[src/rtl/bsg_manycore_pkg.sv]
// Shared widths, packet layouts and fence states for the manycore endpoint blocks.
package bsg_manycore_pkg;

   localparam int unsigned x_cord_width_gp     = 4;
   localparam int unsigned y_cord_width_gp     = 4;
   localparam int unsigned data_width_gp       = 32;
   localparam int unsigned addr_width_gp       = 32;
   localparam int unsigned packet_width_gp     = 6 + 2*(x_cord_width_gp + y_cord_width_gp)
                                                 + data_width_gp + addr_width_gp;
   localparam int unsigned ret_packet_width_gp = x_cord_width_gp + y_cord_width_gp + 5;

   // Forward packet: destination coordinates in the low bits, sender coordinates above them.
   typedef struct packed {
      logic [5:0]                 op;
      logic [addr_width_gp-1:0]   addr;
      logic [data_width_gp-1:0]   data;
      logic [y_cord_width_gp-1:0] src_y_cord;
      logic [x_cord_width_gp-1:0] src_x_cord;
      logic [y_cord_width_gp-1:0] y_cord;
      logic [x_cord_width_gp-1:0] x_cord;
   } bsg_manycore_packet_s;

   // Return (store acknowledge) packet addressed back to the issuing tile.
   typedef struct packed {
      logic [4:0]                 pad;
      logic [y_cord_width_gp-1:0] y_cord;
      logic [x_cord_width_gp-1:0] x_cord;
   } bsg_manycore_ret_packet_s;

   typedef enum logic [1:0] {
      eIDLE  = 2'd0,
      eDRAIN = 2'd1,
      eDONE  = 2'd2
   } fence_state_e;

endpackage

[src/rtl/bsg_two_fifo.sv]
// Two-entry valid/ready FIFO; the head is dequeued with yumi_i.
module bsg_two_fifo #(
   parameter int unsigned width_p = 8
) (
   input  logic               clk_i,
   input  logic               reset_i,
   input  logic               v_i,
   input  logic [width_p-1:0] data_i,
   output logic               ready_o,
   output logic               v_o,
   output logic [width_p-1:0] data_o,
   input  logic               yumi_i
);

   logic [width_p-1:0] r_mem [2];
   logic               r_head;
   logic               r_tail;
   logic [1:0]         r_count;
   logic               w_enq;
   logic               w_deq;

   assign ready_o = (r_count != 2'd2);
   assign v_o     = (r_count != 2'd0);
   assign data_o  = r_mem[r_head];
   assign w_enq   = v_i & ready_o;
   assign w_deq   = yumi_i & v_o;

   // Storage needs no reset; validity is tracked by r_count.
   always_ff @(posedge clk_i) begin
      if (w_enq) begin
         r_mem[r_tail] <= data_i;
      end
   end

   // Pointer and occupancy update.
   always_ff @(posedge clk_i) begin
      if (reset_i) begin
         r_head  <= 1'b0;
         r_tail  <= 1'b0;
         r_count <= 2'd0;
      end else begin
         if (w_enq) r_tail <= ~r_tail;
         if (w_deq) r_head <= ~r_head;
         case ({w_enq, w_deq})
            2'b10:   r_count <= r_count + 2'd1;
            2'b01:   r_count <= r_count - 2'd1;
            default: r_count <= r_count;
         endcase
      end
   end

endmodule

[src/rtl/bsg_manycore_store_credit_gate.sv]
// Buffers outgoing remote stores, meters them against an outstanding-store credit
// counter and provides a fence handshake that completes once every store is acknowledged.
module bsg_manycore_store_credit_gate
   import bsg_manycore_pkg::*;
#(
   parameter  int unsigned x_cord_width_p      = x_cord_width_gp,
   parameter  int unsigned y_cord_width_p      = y_cord_width_gp,
   parameter  int unsigned data_width_p        = data_width_gp,
   parameter  int unsigned addr_width_p        = addr_width_gp,
   parameter  int unsigned max_out_credits_p   = 16,
   localparam int unsigned packet_width_lp     = 6 + 2*(x_cord_width_p + y_cord_width_p)
                                                 + data_width_p + addr_width_p,
   localparam int unsigned ret_packet_width_lp = x_cord_width_p + y_cord_width_p + 5,
   localparam int unsigned credit_width_lp     = $clog2(max_out_credits_p + 1)
) (
   input  logic                           clk_i,
   input  logic                           reset_i,
   input  logic                           v_i,
   input  logic [packet_width_lp-1:0]     data_i,
   output logic                           ready_o,
   output logic                           v_o,
   output logic [packet_width_lp-1:0]     data_o,
   input  logic                           ready_i,
   input  logic                           ret_v_i,
   input  logic [ret_packet_width_lp-1:0] ret_data_i,
   output logic                           ret_ready_o,
   input  logic [x_cord_width_p-1:0]      my_x_i,
   input  logic [y_cord_width_p-1:0]      my_y_i,
   input  logic                           fence_req_i,
   output logic                           fence_done_o,
   output logic [credit_width_lp-1:0]     out_credits_o,
   output logic                           credit_err_o
);

   localparam logic [credit_width_lp-1:0] credit_max_lp = credit_width_lp'(max_out_credits_p);

   logic                       w_fifo_ready;
   logic                       w_fifo_v;
   logic [packet_width_lp-1:0] w_fifo_data;
   logic                       w_send;
   logic [x_cord_width_p-1:0]  w_ret_x;
   logic [y_cord_width_p-1:0]  w_ret_y;
   logic [4:0]                 w_unused_pad;
   logic                       w_ret_match;
   logic                       w_ret_ok;
   logic                       w_ret_bad;
   logic                       w_at_max;
   logic                       w_overflow;
   logic [credit_width_lp-1:0] w_credits_nxt;

   logic [credit_width_lp-1:0] r_credits;
   logic                       r_credit_err;
   fence_state_e               r_state;
   logic                       r_fence_done;

   // Forward buffer; the head leaves only when a credit is available.
   bsg_two_fifo #(
      .width_p (packet_width_lp)
   ) u_fifo (
      .clk_i   (clk_i),
      .reset_i (reset_i),
      .v_i     (v_i & ready_o),
      .data_i  (data_i),
      .ready_o (w_fifo_ready),
      .v_o     (w_fifo_v),
      .data_o  (w_fifo_data),
      .yumi_i  (w_send)
   );

   assign ready_o     = w_fifo_ready & (r_state != eDRAIN) & ~reset_i;
   assign v_o         = w_fifo_v & (r_credits != '0);
   assign data_o      = w_fifo_data;
   assign w_send      = v_o & ready_i;
   assign ret_ready_o = 1'b1;

   assign w_ret_x      = ret_data_i[0 +: x_cord_width_p];
   assign w_ret_y      = ret_data_i[x_cord_width_p +: y_cord_width_p];
   assign w_unused_pad = ret_data_i[ret_packet_width_lp-1 -: 5];
   assign w_ret_match  = (w_ret_x == my_x_i) & (w_ret_y == my_y_i);
   assign w_ret_ok     = ret_v_i & w_ret_match;
   assign w_ret_bad    = ret_v_i & ~w_ret_match;
   assign w_at_max     = (r_credits == credit_max_lp);
   assign w_overflow   = w_ret_ok & ~w_send & w_at_max;

   // Next credit count: a simultaneous send and return cancel; returns saturate at max.
   always_comb begin
      w_credits_nxt = r_credits;
      if (w_send && !w_ret_ok) begin
         w_credits_nxt = r_credits - credit_width_lp'(1);
      end else if (w_ret_ok && !w_send && !w_at_max) begin
         w_credits_nxt = r_credits + credit_width_lp'(1);
      end
   end

   // Credit counter and sticky error flag (mismatched or surplus returns).
   always_ff @(posedge clk_i) begin
      if (reset_i) begin
         r_credits    <= credit_max_lp;
         r_credit_err <= 1'b0;
      end else begin
         r_credits <= w_credits_nxt;
         if (w_ret_bad || w_overflow) begin
            r_credit_err <= 1'b1;
         end
      end
   end

   // Fence FSM; completion uses next-state credits so a final return this cycle counts.
   always_ff @(posedge clk_i) begin
      if (reset_i) begin
         r_state      <= eIDLE;
         r_fence_done <= 1'b0;
      end else begin
         r_fence_done <= 1'b0;
         case (r_state)
            eIDLE: begin
               if (fence_req_i) r_state <= eDRAIN;
            end
            eDRAIN: begin
               if (!w_fifo_v && (w_credits_nxt == credit_max_lp)) begin
                  r_state      <= eDONE;
                  r_fence_done <= 1'b1;
               end
            end
            eDONE:   r_state <= eIDLE;
            default: r_state <= eIDLE;
         endcase
      end
   end

   assign fence_done_o  = r_fence_done;
   assign out_credits_o = r_credits;
   assign credit_err_o  = r_credit_err;

endmodule

[config.mk]
export PLATFORM = sky130hd
export DESIGN_NAME = bsg_manycore_store_credit_gate
export DESIGN_NICKNAME = d
export VERILOG_FILES = /design/src/rtl/bsg_manycore_pkg.sv /design/src/rtl/bsg_two_fifo.sv /design/src/rtl/bsg_manycore_store_credit_gate.sv
export SDC_FILE = /design/constraint.sdc
export NUM_CORES = 1
export LEC_CHECK = 0
export CORE_UTILIZATION = 47
export CTS_CLUSTER_SIZE = 10
export DETAILED_ROUTE_END_ITERATION = 7
export PLACE_DENSITY = 0.86
export SYNTH_ARGS = -nofsm -noshare
export SYNTH_HDL_FRONTEND = slang
export SYNTH_SLANG_ARGS = --single-unit
export TNS_END_PERCENT = 5
[constraint.sdc]
create_clock -name clk_i -period 7.6 [get_ports clk_i]
set_clock_uncertainty 0.05 [all_clocks]
set_input_delay 1.14 -clock clk_i [delete_from_list [all_inputs] [get_ports clk_i]]
set_output_delay 1.14 -clock clk_i [all_outputs]
set_load 0.05 [all_outputs]
* Yosys cells after proc, flatten, opt, wreduce, memory -nomap -nowiden
Memories as Yosys holds them, arrays and structs flattened. A register that Yosys moved wholly into a read port is not among the register bits. Cells that the tools add are included.
Storage, ports and cells: memories 1, output and inout port bits 96, bits in writable memories 172, flip-flop bits (word level) 13, logic and storage cells 67, input port bits 113
Memories:
- u_fifo.r_mem | words 2, bits a word 86, read ports 1, clocked after Yosys merged registers in 1, write ports 1, line bsg_two_fifo.sv:15 | logic [width_p-1:0] r_mem [2];
Cells by class: bitwise operators 18, mux-type cells 11, reductions and logical operators 15, equality and inequality tests 11, add/sub/neg operators 4
Operators by type and width (number):
- $and A1 B1 Y1 | 12
- $eq A5 B5 Y1 const B | 2
- $mux W5 | 2
- $eq A4 B4 Y1 | 2
- $pmux W2 S2 | 2
- $ne A2 B2 Y1 const B | 3
- $not A1 Y1 | 6
- $add A5 B1 Y5 const B | 1
- $mux W1 | 5
- $reduce_bool A5 Y1 | 1
- $sub A5 B1 Y5 const B | 1
- $eq A2 B1 Y1 const B | 2
- $logic_and A1 B1 Y1 | 4
- $logic_not A1 Y1 | 4
- $mux W2 | 2
- $reduce_bool A2 Y1 | 2
- $add A2 B1 Y2 const B | 1
- $eq A2 B2 Y1 const B | 1
- $logic_not A2 Y1 | 1
- $ne A2 B1 Y1 const B | 1
- $reduce_and A2 Y1 | 1
- $reduce_or A2 Y1 | 1
- $sub A2 B1 Y2 const B | 1
- $logic_or A1 B1 Y1 | 1

* Longest topological paths before layout
Gate-level depths: netlist of run 1.
depth in word-level cells 12, depth in mapped cells 8, depth with buffers taken out 8

* By module
From an unflattened synthesis of run 1, not the netlist that was laid out.
Second synthesis, totals: cell total of the unflattened synthesis 376, area, all modules 7139.3 um^2
By module, submodules not included:
- bsg_two_fifo | seq. area each 5265.0 um^2, instances 1, area each 6437.4 um^2, cells each 292
- bsg_manycore_store_credit_gate | seq. area each 180.2 um^2, instances 1, area each 701.9 um^2, cells each 84

* Worst setup path after synthesis of run 1
Ideal clock, no wire load.
path type input -> register, start point input port reset_i, end point memory u_fifo.r_mem[0][0] (netlist bit), enable pin, path slack 0.628 ns, data required time 7.018 ns, path buffers 0, stages 3, arrival 6.391 ns, library setup time 0.532 ns, cells stage by stage a221oi_1 > nand2_1 > nor2_1
On the way: cells in the longest elaborated chain, start to end 6
Ends and longest elaborated chain:
- start: declaration | line bsg_manycore_store_credit_gate.sv:17 | input logic reset_i,
- $not A1 Y1 | line bsg_manycore_store_credit_gate.sv:70 | assign ready_o = w_fifo_ready & (r_state != eDRAIN) & ~reset_i;
- $and A1 B1 Y1 | line bsg_manycore_store_credit_gate.sv:70
- $and A1 B1 Y1 | line bsg_manycore_store_credit_gate.sv:62 | .v_i (v_i & ready_o),
- $and A1 B1 Y1 | line bsg_two_fifo.sv:25 | assign w_enq = v_i & ready_o;
- $mux W1 | line bsg_two_fifo.sv:30 | if (w_enq) begin
- $mux W1 (implied by the code) | line bsg_two_fifo.sv:31 | r_mem[r_tail] <= data_i;
- end: declaration | line bsg_two_fifo.sv:15
No other way between the ends.

* Worst setup path in the final report of run 1
start point input port reset_i, end point output port ready_o
On the way: cells in the longest elaborated chain, start to end 2
Ends and longest elaborated chain:
- $not A1 Y1 | line bsg_manycore_store_credit_gate.sv:70
- $and A1 B1 Y1 | line bsg_manycore_store_credit_gate.sv:70
- end: declaration | line bsg_manycore_store_credit_gate.sv:20 | output logic ready_o,
No other way between the ends.

==> results of run 1 <==
-- tightest hold or removal path, stage by stage (launching register included) --
cell	delay, ns
dfxtp_1	0.36
a21oi_1	0.05
nor2_1	0.07
-- placed cells by master (no fill, tap or decap), drive strengths merged, types with 2 or more instances in the layout --
cell / n
nand4: 3
edfxtp: 172
buf: 2
clkbuf: 27
mux2: 86
dfxtp: 14
a31oi: 2
a21oi: 3
o2111ai: 2
inv: 12
o21ai: 6
nor3: 4
nor2: 14
a221oi: 2
xor2: 11
nor4: 3
nand3: 3
or4: 4
xnor2: 3
and4: 2
nand2: 3
o31ai: 2
clkdlybuf4s50: 202
ha: 4
mux2i: 2
-- stage by stage --
step	area (um2)	hold WS, ns	worst slack (ns)
finish	9950	0.460	3.28
detailed placement	9350	0.446	3.02
floorplan	7130	0.431	0.628
global route	9950	0.484	3.23
global placement	9350	0.445	3.12
CTS	9950	0.465	3.31
-- layer usage --
metal	GRT usage [%]	share of wire [%]
met5	0	0
met4	7.10	1.9
met3	5.65	7.7
met2	34.1	51
met1	24.5	40
-- area by class of cell --
class | count | area, um2 | share of cell area (%)
multi-input cells | 173 | 1600 | 16.1
clock inverters | 5 | 38.8 | 0.390
inverters | 8 | 30.0 | 0.302
repair buffers | 204 | 2040 | 20.5
well taps | 184 | 230 | 2.31
flip-flops and latches | 186 | 5450 | 54.8
clock buffers | 27 | 568 | 5.71
-- state kept, by name, summed over array words and instances, names as in the netlist, named ones only --
| register | count |
|---|---|
| u_fifo.r_tail | 1 |
| u_fifo.r_count | 2 |
| u_fifo.r_mem | 172 |
| fence_done_o | 1 |
| out_credits_o | 5 |
| u_fifo.r_head | 1 |
| credit_err_o | 1 |
| r_state | 2 |
-- logic make-up after synthesis --
| group | share of synthesized area, % |
|---|---|
| AND/OR/NAND/NOR | 3.56 |
| flip-flops | 76.4 |
| other | 0.0526 |
| buffers and inverters | 1.39 |
| multiplexers | 13.9 |
| XOR/XNOR | 1.72 |
| adder cells (fa/ha/maj) | 0.702 |
| AO/OA/AOI/OAI | 2.32 |
-- report_power, final --
part | switching [mW] | internal, mW
clock network | 0.365 | 0.520
logic | 0.777 | 0.469
registers | 0.109 | 1.24
-- final timing paths --
| path | from | slack (ns) | depth (start not counted) | endpoint |
|---|---|---|---|---|
| worst min-delay path | credit_err_o$_SDFFE_PP0P_ | 0.46 | 2 | credit_err_o$_SDFFE_PP0P_ |
| worst max-delay path | reset_i | 3.28 | 3 | ready_o |
| worst min register to register | credit_err_o$_SDFFE_PP0P_ | 0.46 | 2 | credit_err_o$_SDFFE_PP0P_ |
| worst max register to register | u_fifo.r_count[0]$_SDFFE_PP0P_ | 4.37 | 5 | u_fifo.r_mem[1][1]$_DFFE_PP_ |
==> flow_metrics.env, run 1 <==
export IMPL_floorplan_initialDensity_pct=48.7
export IMPL_tightestPinTransition_ns=1.18
export IMPL_ir_drop_mv=0.214
export IMPL_hold_buffers=0
export IMPL_final_core_util_pct=68.0
export IMPL_synth_top_area_cell="edfxtp_1"
export IMPL_slew_violations=0
export IMPL_power_mw=3.48
export IMPL_wire_per_inst_um=19.5
export IMPL_htreeDepth=4
export IMPL_cpMostUsedCell="clkdlybuf4s50_1"
export IMPL_die_w_um=125
export IMPL_p_per_area_mw_per_mm2=349
export IMPL_synth_edf_count=172
export IMPL_synth_top_area_share_pct=72.5
export IMPL_synth_common_cells="172 x edfxtp_1, 49 x mux2_2, 37 x mux2_1"
export IMPL_ys_top_cells_by_area="edfxtp_1 72%, mux2_2 7.7%, mux2_1 5.8%, dfxtp_1 3.9%, xor2_1 1.4%"
export IMPL_ys_warnings_count=0
export IMPL_grt_max_degree=87
export IMPL_drtIter0Drc=343
export IMPL_grt_use_total_pct=20.0
export IMPL_grt_overflow_total=0
export IMPL_cp_data_required_time_ns=6.41
export IMPL_synthesis_instances=382
export IMPL_drc=34
export IMPL_dp_cells=755
export IMPL_grt_setup_unrepaired="false"
export IMPL_fmax_mhz=231
export IMPL_synth_most_common_cell="edfxtp_1"
export IMPL_cts_tree="done"
export IMPL_antenna_found_initial=0
export IMPL_dieArea_mm2=0.0157
export IMPL_fillers=950
export IMPL_first_pass_iters=8
export IMPL_vias=4233
export IMPL_fin_crit_ns=4.32
export IMPL_min_period_over_period_pct=56.9
export IMPL_cts_setup_buffers=0
export IMPL_syn_area_per_cell_um2=18.7
export IMPL_p_leak_nw=3.33
export IMPL_via_per_inst=5.38
export IMPL_crit_buf_inv=2
export IMPL_final_setup_viol_count=0
export IMPL_setup_tns_ns=0
export IMPL_cp_slowest_cell="clkdlybuf4s50_1"
export IMPL_hold_class="register to register"
export IMPL_cap_violations=0
export IMPL_synth_ff_type="edfxtp_1"
export IMPL_async_flop_share_pct=0
export IMPL_grt_pass1_wl_um=23700
export IMPL_finalWirelength_um=15300
export IMPL_syn_nets=499
export IMPL_coreArea_mm2=0.0146
export IMPL_grt_pass1_vias=4391
export IMPL_nNetsFinal=707
export IMPL_clock_sinks=186
export IMPL_critical_path_arrival_ns=3.13
export IMPL_cts_buffers=17
export IMPL_yosys_cell_types_count=45
export IMPL_layout_drive_gt1_share_pct=14.3
export IMPL_clock_latency_ns=0.41
export IMPL_cts_buffer_depth=2
export IMPL_instances_no_fill=787
export IMPL_antenna_cells=0
export IMPL_slew_headroom_pct=21.6
export IMPL_ant_nets=0
export IMPL_path_clk_slew_ns=0.06
export IMPL_critPathKind="input pin to primary output"
export IMPL_crit_fanout=13
export IMPL_max_stage_delay_ns=0.88
export IMPL_crit_chain="clkdlybuf4s50_1 -> a221oi_1 -> clkdlybuf4s50_1"
export IMPL_crit_family="buffers and inverters"
export IMPL_num_rows=44
export IMPL_syn_area_mm2=0.00713
export IMPL_io_pins=209
export IMPL_synth_seq_cells=186
export IMPL_numPortBuffers=202
export IMPL_start_kind="input pin"
export IMPL_hpwlAfterDp_um=9740
export IMPL_globalplace_congestion=0.918
export IMPL_seq_area_frac_synth_pct=76.4
export IMPL_die_h_um=125
export IMPL_violations="DRC"
export IMPL_cts_root_buffer="clkbuf_16"
export IMPL_hold_viol=0
export IMPL_syn_to_final_growth_pct=39.6
export IMPL_status="complete, but fails checks"
export IMPL_endpoint_kind="primary output"
export IMPL_cts_resized_gates=0
Note: power is estimated with default switching activity, not from simulation.
==> run 2, diff against run 1 <==
--- a/config.mk
+++ b/config.mk
@@ -5,10 +5,10 @@
 export SDC_FILE = /design/constraint.sdc
 export NUM_CORES = 1
 export LEC_CHECK = 0
-export CORE_UTILIZATION = 47
+export CORE_UTILIZATION = 43
 export CTS_CLUSTER_SIZE = 10
 export DETAILED_ROUTE_END_ITERATION = 7
-export PLACE_DENSITY = 0.86
+export PLACE_DENSITY = 0.84
 export SYNTH_ARGS = -nofsm -noshare
 export SYNTH_HDL_FRONTEND = slang
 export SYNTH_SLANG_ARGS = --single-unit
==> constraint.sdc (replaced) <==
create_clock -name clk_i -period 3.7 [get_ports clk_i]
set_clock_uncertainty 0.05 [all_clocks]
set_input_delay 0.555 -clock clk_i [delete_from_list [all_inputs] [get_ports clk_i]]
set_output_delay 0.555 -clock clk_i [all_outputs]
set_load 0.05 [all_outputs]
==> run 2 against run 1 <==
Effect of this change:
- the flow now finishes without violations
- critical path depth rose by 2
- first-iteration DRC count fell by 32%
- register-to-register slack got worse by 3.5 ns
- combinational power rose by 110%
- critical path type is now register to primary output
- critical endpoint is now v_o
- largest power group unchanged
==> flow_metrics.env, run 2 (synthesis gave the netlist of run 1 again) <==
export IMPL_floorplan_initialDensity_pct=44.4
export IMPL_fin_crit_ns=3.24
export IMPL_nNetsFinal=711
export IMPL_p_per_area_mw_per_mm2=706
export IMPL_hold_path_endpoint="credit_err_o$_SDFFE_PP0P_"
export IMPL_crit_chain="inv_1 -> ha_1 -> nor4b_2 -> nor2_1 -> clkdlybuf4s50_1"
export IMPL_ir_drop_mv=0.421
export IMPL_cp_data_required_time_ns=3.09
export IMPL_drc=0
export IMPL_antenna_cells=0
export IMPL_worstRegToRegCells=8
export IMPL_cts_tree="done"
export IMPL_die_h_um=131
export IMPL_r2r_slack_ns=0.90
export IMPL_wire_per_inst_um=18.0
export IMPL_cts_resized_gates=0
export IMPL_slew_headroom_pct=52.4
export IMPL_grt_overflow_total=0
export IMPL_layout_common_cells="202 x clkdlybuf4s50_1, 172 x edfxtp_1, 49 x mux2_2"
export IMPL_setup_tns_ns=0
export IMPL_max_stage_delay_ns=0.73
export IMPL_antenna_found_initial=0
export IMPL_slew_violations=0
export IMPL_status="finished clean"
export IMPL_coreArea_mm2=0.0161
export IMPL_crit_fanout=7
export IMPL_hold_class="register to register"
export IMPL_hold_buffers=0
export IMPL_cap_violations=0
export IMPL_start_kind="register"
export IMPL_first_pass_iters=5
export IMPL_critPathKind="register to primary output"
export IMPL_clock_latency_ns=0.42
export IMPL_cp_slowest_cell="clkdlybuf4s50_1"
export IMPL_via_per_inst=5.07
export IMPL_endpoint_kind="primary output"
export IMPL_cts_root_buffer="clkbuf_16"
export IMPL_hpwlAfterDp_um=10000
export IMPL_cts_buffers=17
export IMPL_die_w_um=131
export IMPL_globalplace_congestion=0.861
export IMPL_cts_buffer_depth=2
export IMPL_hp_start="credit_err_o$_SDFFE_PP0P_"
export IMPL_p_leak_nw=3.33
export IMPL_r2r_start="out_credits_o[0]$_SDFF_PP0_"
export IMPL_min_period_over_period_pct=87.4
export IMPL_power_mw=7.08
export IMPL_cts_setup_buffers=0
export IMPL_crit_family="buffers and inverters"
export IMPL_reg2reg_to="fence_done_o$_SDFF_PP0_"
export IMPL_htreeDepth=4
export IMPL_critical_path_arrival_ns=2.63
export IMPL_grt_max_degree=47
export IMPL_tightestPinTransition_ns=0.712
export IMPL_ant_nets=0
export IMPL_finalWirelength_um=14900
export IMPL_hold_viol=0
export IMPL_regMostFlops="u_fifo.r_mem"
export IMPL_grt_use_total_pct=17.3
export IMPL_grt_pass1_vias=4243
export IMPL_num_rows=46
export IMPL_hold_depth=2
export IMPL_final_setup_viol_count=0
export IMPL_path_clk_slew_ns=0.07
export IMPL_layout_drive_gt1_share_pct=15.5
export IMPL_largest_reg_flops=172
export IMPL_syn_to_final_growth_pct=40.7
export IMPL_fmax_mhz=309
export IMPL_crit_buf_inv=2
export IMPL_layout_commonest_cell="clkdlybuf4s50_1"
export IMPL_dieArea_mm2=0.0171
export IMPL_grt_setup_unrepaired="false"
export IMPL_drtIter0Drc=234
export IMPL_vias=4174
export IMPL_numPortBuffers=202
export IMPL_grt_pass1_wl_um=21800
export IMPL_hold_ws_ns=0.456
export IMPL_clock_sinks=186
export IMPL_io_pins=209
## run 2: cell type report
cell class	count	area [um2]
repair buffers	208	2090
flip-flops and latches	186	5450
clock inverters	14	154
well taps	216	270
fillers	1119	6030
clock buffers	18	429
inverters	8	30.0
multi-input cells	173	1610
## run 2: report_power, final
group	internal [mW]	leakage [nW]	total, mW	switching [mW]
Sequential	2.54	1.69	2.67	0.138
Combinational	0.987	1.37	2.67	1.68
Clock	0.903	0.275	1.74	0.833
Total	4.43	3.33	7.08	2.65
## run 2: layer usage
layer / share of wire, % / track usage [%]
met1: 38 / 18.3
met2: 53 / 30.9
met3: 8.8 / 7.21
met4: 0.93 / 5.88
met5: 0 / 0
## run 2: how the worst max path moves through the flow
stage,startpoint,end,depth (start not counted)
3_3_place_gp,my_y_i[0],fence_done_o$_SDFF_PP0_,7
3_5_place_dp,my_y_i[0],fence_done_o$_SDFF_PP0_,7
6_report,out_credits_o[0]$_SDFF_PP0_,v_o,5
4_1_cts,out_credits_o[1]$_SDFF_PP0_,v_o,5
2_1_floorplan,reset_i,u_fifo.r_mem[0][0]$_DFFE_PP_,3
5_1_grt,out_credits_o[1]$_SDFF_PP0_,v_o,5
## run 2: worst register-to-register path: cells and delay by family, from the launching register on
kind,cells,cell delay (ns)
buffers and inverters,1,0.15
AO/OA/AOI/OAI,3,0.58
flip-flops,1,0.40
adder cells (fa/ha/maj),1,0.21
AND/OR/NAND/NOR,3,1.29
## run 2: per-stage QoR
step	util [%]	setup slack, ns	instances	instance area [um2]
floorplan	-	0.198	382	7150
global placement	58.8	0.619	791	9450
detailed placement	58.8	0.540	791	9450
CTS	62.5	0.463	823	10000
global route	62.5	0.328	823	10000
finish	62.5	0.465	823	10000
==> run 3, diff against run 2 <==
==> constraint.sdc (replaced) <==
create_clock -name clk_i -period 2.9 [get_ports clk_i]
set_clock_uncertainty 0.05 [all_clocks]
set_input_delay 0.435 -clock clk_i [delete_from_list [all_inputs] [get_ports clk_i]]
set_output_delay 0.435 -clock clk_i [all_outputs]
set_load 0.05 [all_outputs]
==> run 3 against run 2 <==
Effect of this change:
- hold slack better by 0.041 ns
- sequential power increased by 27%
- critical endpoint is now data_o[32]
- highest routed layer unchanged
- worst setup slack lost 0.37 ns
- largest cell class unchanged
==> flow_metrics.env, run 3 (synthesis gave the netlist of run 1 again) <==
export IMPL_status="finished clean"
export IMPL_cp_data_required_time_ns=2.41
export IMPL_critical_path_arrival_ns=2.32
export IMPL_cp_slowest_cell="clkdlybuf4s50_1"
export IMPL_largest_reg_flops=172
export IMPL_dieArea_mm2=0.0171
export IMPL_grt_overflow_total=0
export IMPL_slew_violations=0
export IMPL_start_kind="register"
export IMPL_hold_path_endpoint="credit_err_o$_SDFFE_PP0P_"
export IMPL_hold_class="register to register"
export IMPL_num_rows=46
export IMPL_p_per_area_mw_per_mm2=893
export IMPL_wire_per_inst_um=17.7
export IMPL_worstRegToRegCells=9
export IMPL_numPortBuffers=202
export IMPL_crit_chain="buf_16 -> mux2_2 -> clkdlybuf4s50_1"
export IMPL_layout_common_cells="199 x clkdlybuf4s50_1, 172 x edfxtp_1, 49 x mux2_2"
export IMPL_globalplace_congestion=0.843
export IMPL_hold_ws_ns=0.497
export IMPL_p_leak_nw=3.39
export IMPL_max_stage_delay_ns=0.71
export IMPL_vias=4176
export IMPL_antenna_cells=0
export IMPL_cts_tree="done"
export IMPL_layout_drive_gt1_share_pct=16.8
export IMPL_power_mw=9.05
export IMPL_drc=0
export IMPL_antenna_found_initial=0
export IMPL_hold_buffers=0
export IMPL_tightestPinTransition_ns=0.611
export IMPL_final_setup_viol_count=0
export IMPL_io_pins=209
export IMPL_clock_sinks=186
export IMPL_fmax_mhz=356
export IMPL_first_pass_iters=4
export IMPL_min_period_over_period_pct=96.8
export IMPL_ir_drop_mv=0.631
export IMPL_r2r_start="out_credits_o[1]$_SDFF_PP0_"
export IMPL_endpoint_kind="primary output"
export IMPL_path_clk_slew_ns=0.07
export IMPL_fin_crit_ns=2.81
export IMPL_drtIter0Drc=268
export IMPL_cts_root_buffer="clkbuf_16"
export IMPL_hold_viol=0
export IMPL_clock_latency_ns=0.42
export IMPL_syn_to_final_growth_pct=42.1
export IMPL_hold_depth=2
export IMPL_cts_setup_buffers=0
export IMPL_grt_pass1_wl_um=21600
export IMPL_r2r_slack_ns=0.32
export IMPL_grt_pass1_vias=4269
export IMPL_hpwlAfterDp_um=9910
export IMPL_finalWirelength_um=14700
export IMPL_crit_fanout=86
export IMPL_critPathKind="register to primary output"
export IMPL_die_h_um=131
export IMPL_cts_buffers=17
export IMPL_floorplan_initialDensity_pct=44.4
export IMPL_nNetsFinal=716
export IMPL_grt_max_degree=87
export IMPL_layout_commonest_cell="clkdlybuf4s50_1"
export IMPL_place_area_mm2=0.00954
export IMPL_fin_area_mm2=0.0101
export IMPL_die_w_um=131
export IMPL_grt_use_total_pct=17.0
export IMPL_htreeDepth=4
export IMPL_via_per_inst=5.04
export IMPL_ant_nets=0
export IMPL_grt_setup_unrepaired="false"
export IMPL_cts_buffer_depth=2
export IMPL_reg2reg_to="fence_done_o$_SDFF_PP0_"
export IMPL_cap_violations=0
export IMPL_coreArea_mm2=0.0161
export IMPL_regMostFlops="u_fifo.r_mem"
export IMPL_hp_start="credit_err_o$_SDFFE_PP0P_"
export IMPL_slew_headroom_pct=59.0
-- run 3: layout make-up --
| class | instances | area, um2 |
|---|---|---|
| fill | 1105 | 5930 |
| clock buffer | 17 | 425 |
| inverter | 8 | 30.0 |
| tap | 216 | 270 |
| clock inverter | 15 | 149 |
| timing repair buffer | 213 | 2170 |
| multi-input combinational | 173 | 1630 |
| sequential | 186 | 5450 |
-- run 3: critical path: cells and delay by family (launching register included) --
family / cells / cell delay (ns)
multiplexers: 1 / 0.42
flip-flops: 1 / 0.36
buffers and inverters: 2 / 1.04
-- run 3: how the worst max path moves through the flow --
stage                                        end  depth (start not counted)                      startpoint  slack [ns]
floorplan           u_fifo.r_mem[0][0]$_DFFE_PP_                          4  u_fifo.r_count[0]$_SDFFE_PP0P_       -0.15
global placement         fence_done_o$_SDFF_PP0_                          7                       my_y_i[0]        0.06
detailed placement       fence_done_o$_SDFF_PP0_                          8                       my_x_i[3]       -0.10
CTS                                    data_o[2]                          3                        register        0.05
global route                           data_o[1]                          3                        register        0.02
finish                                data_o[32]                          3                        register        0.09
-- run 3: timing repair --
action / in CTS / in global routing
resized for setup: 1 / 3
setup endpoints to repair: 1 / 3
cloned: 0 / 0
-- run 3: metal layers --
metal  global-route usage [%]  share of wire [%]
met1                     19.1                 39
met2                     30.7                 52
met3                     4.36                6.9
met4                     7.30                1.7
met5                        0                  0
-- run 3: power breakdown --
part | internal [mW] | leakage [nW] | switching, mW | total (mW)
registers | 3.24 | 1.69 | 0.140 | 3.38
clock network | 1.15 | 0.276 | 1.05 | 2.20
logic | 1.28 | 1.43 | 2.19 | 3.47
total | 5.66 | 3.39 | 3.38 | 9.05
-- run 3: per-stage QoR --
step | utilization [%] | setup slack, ns | std cells | TNS, ns
after floorplan | - | -0.151 | 382 | -23.86
after global placement | 59.4 | 0.0551 | 796 | 0
after detailed placement | 59.4 | -0.102 | 796 | -0.232
after CTS | 63.0 | 0.0473 | 828 | 0
after global routing | 63.1 | 0.0210 | 828 | 0
final | 63.1 | 0.0939 | 828 | 0
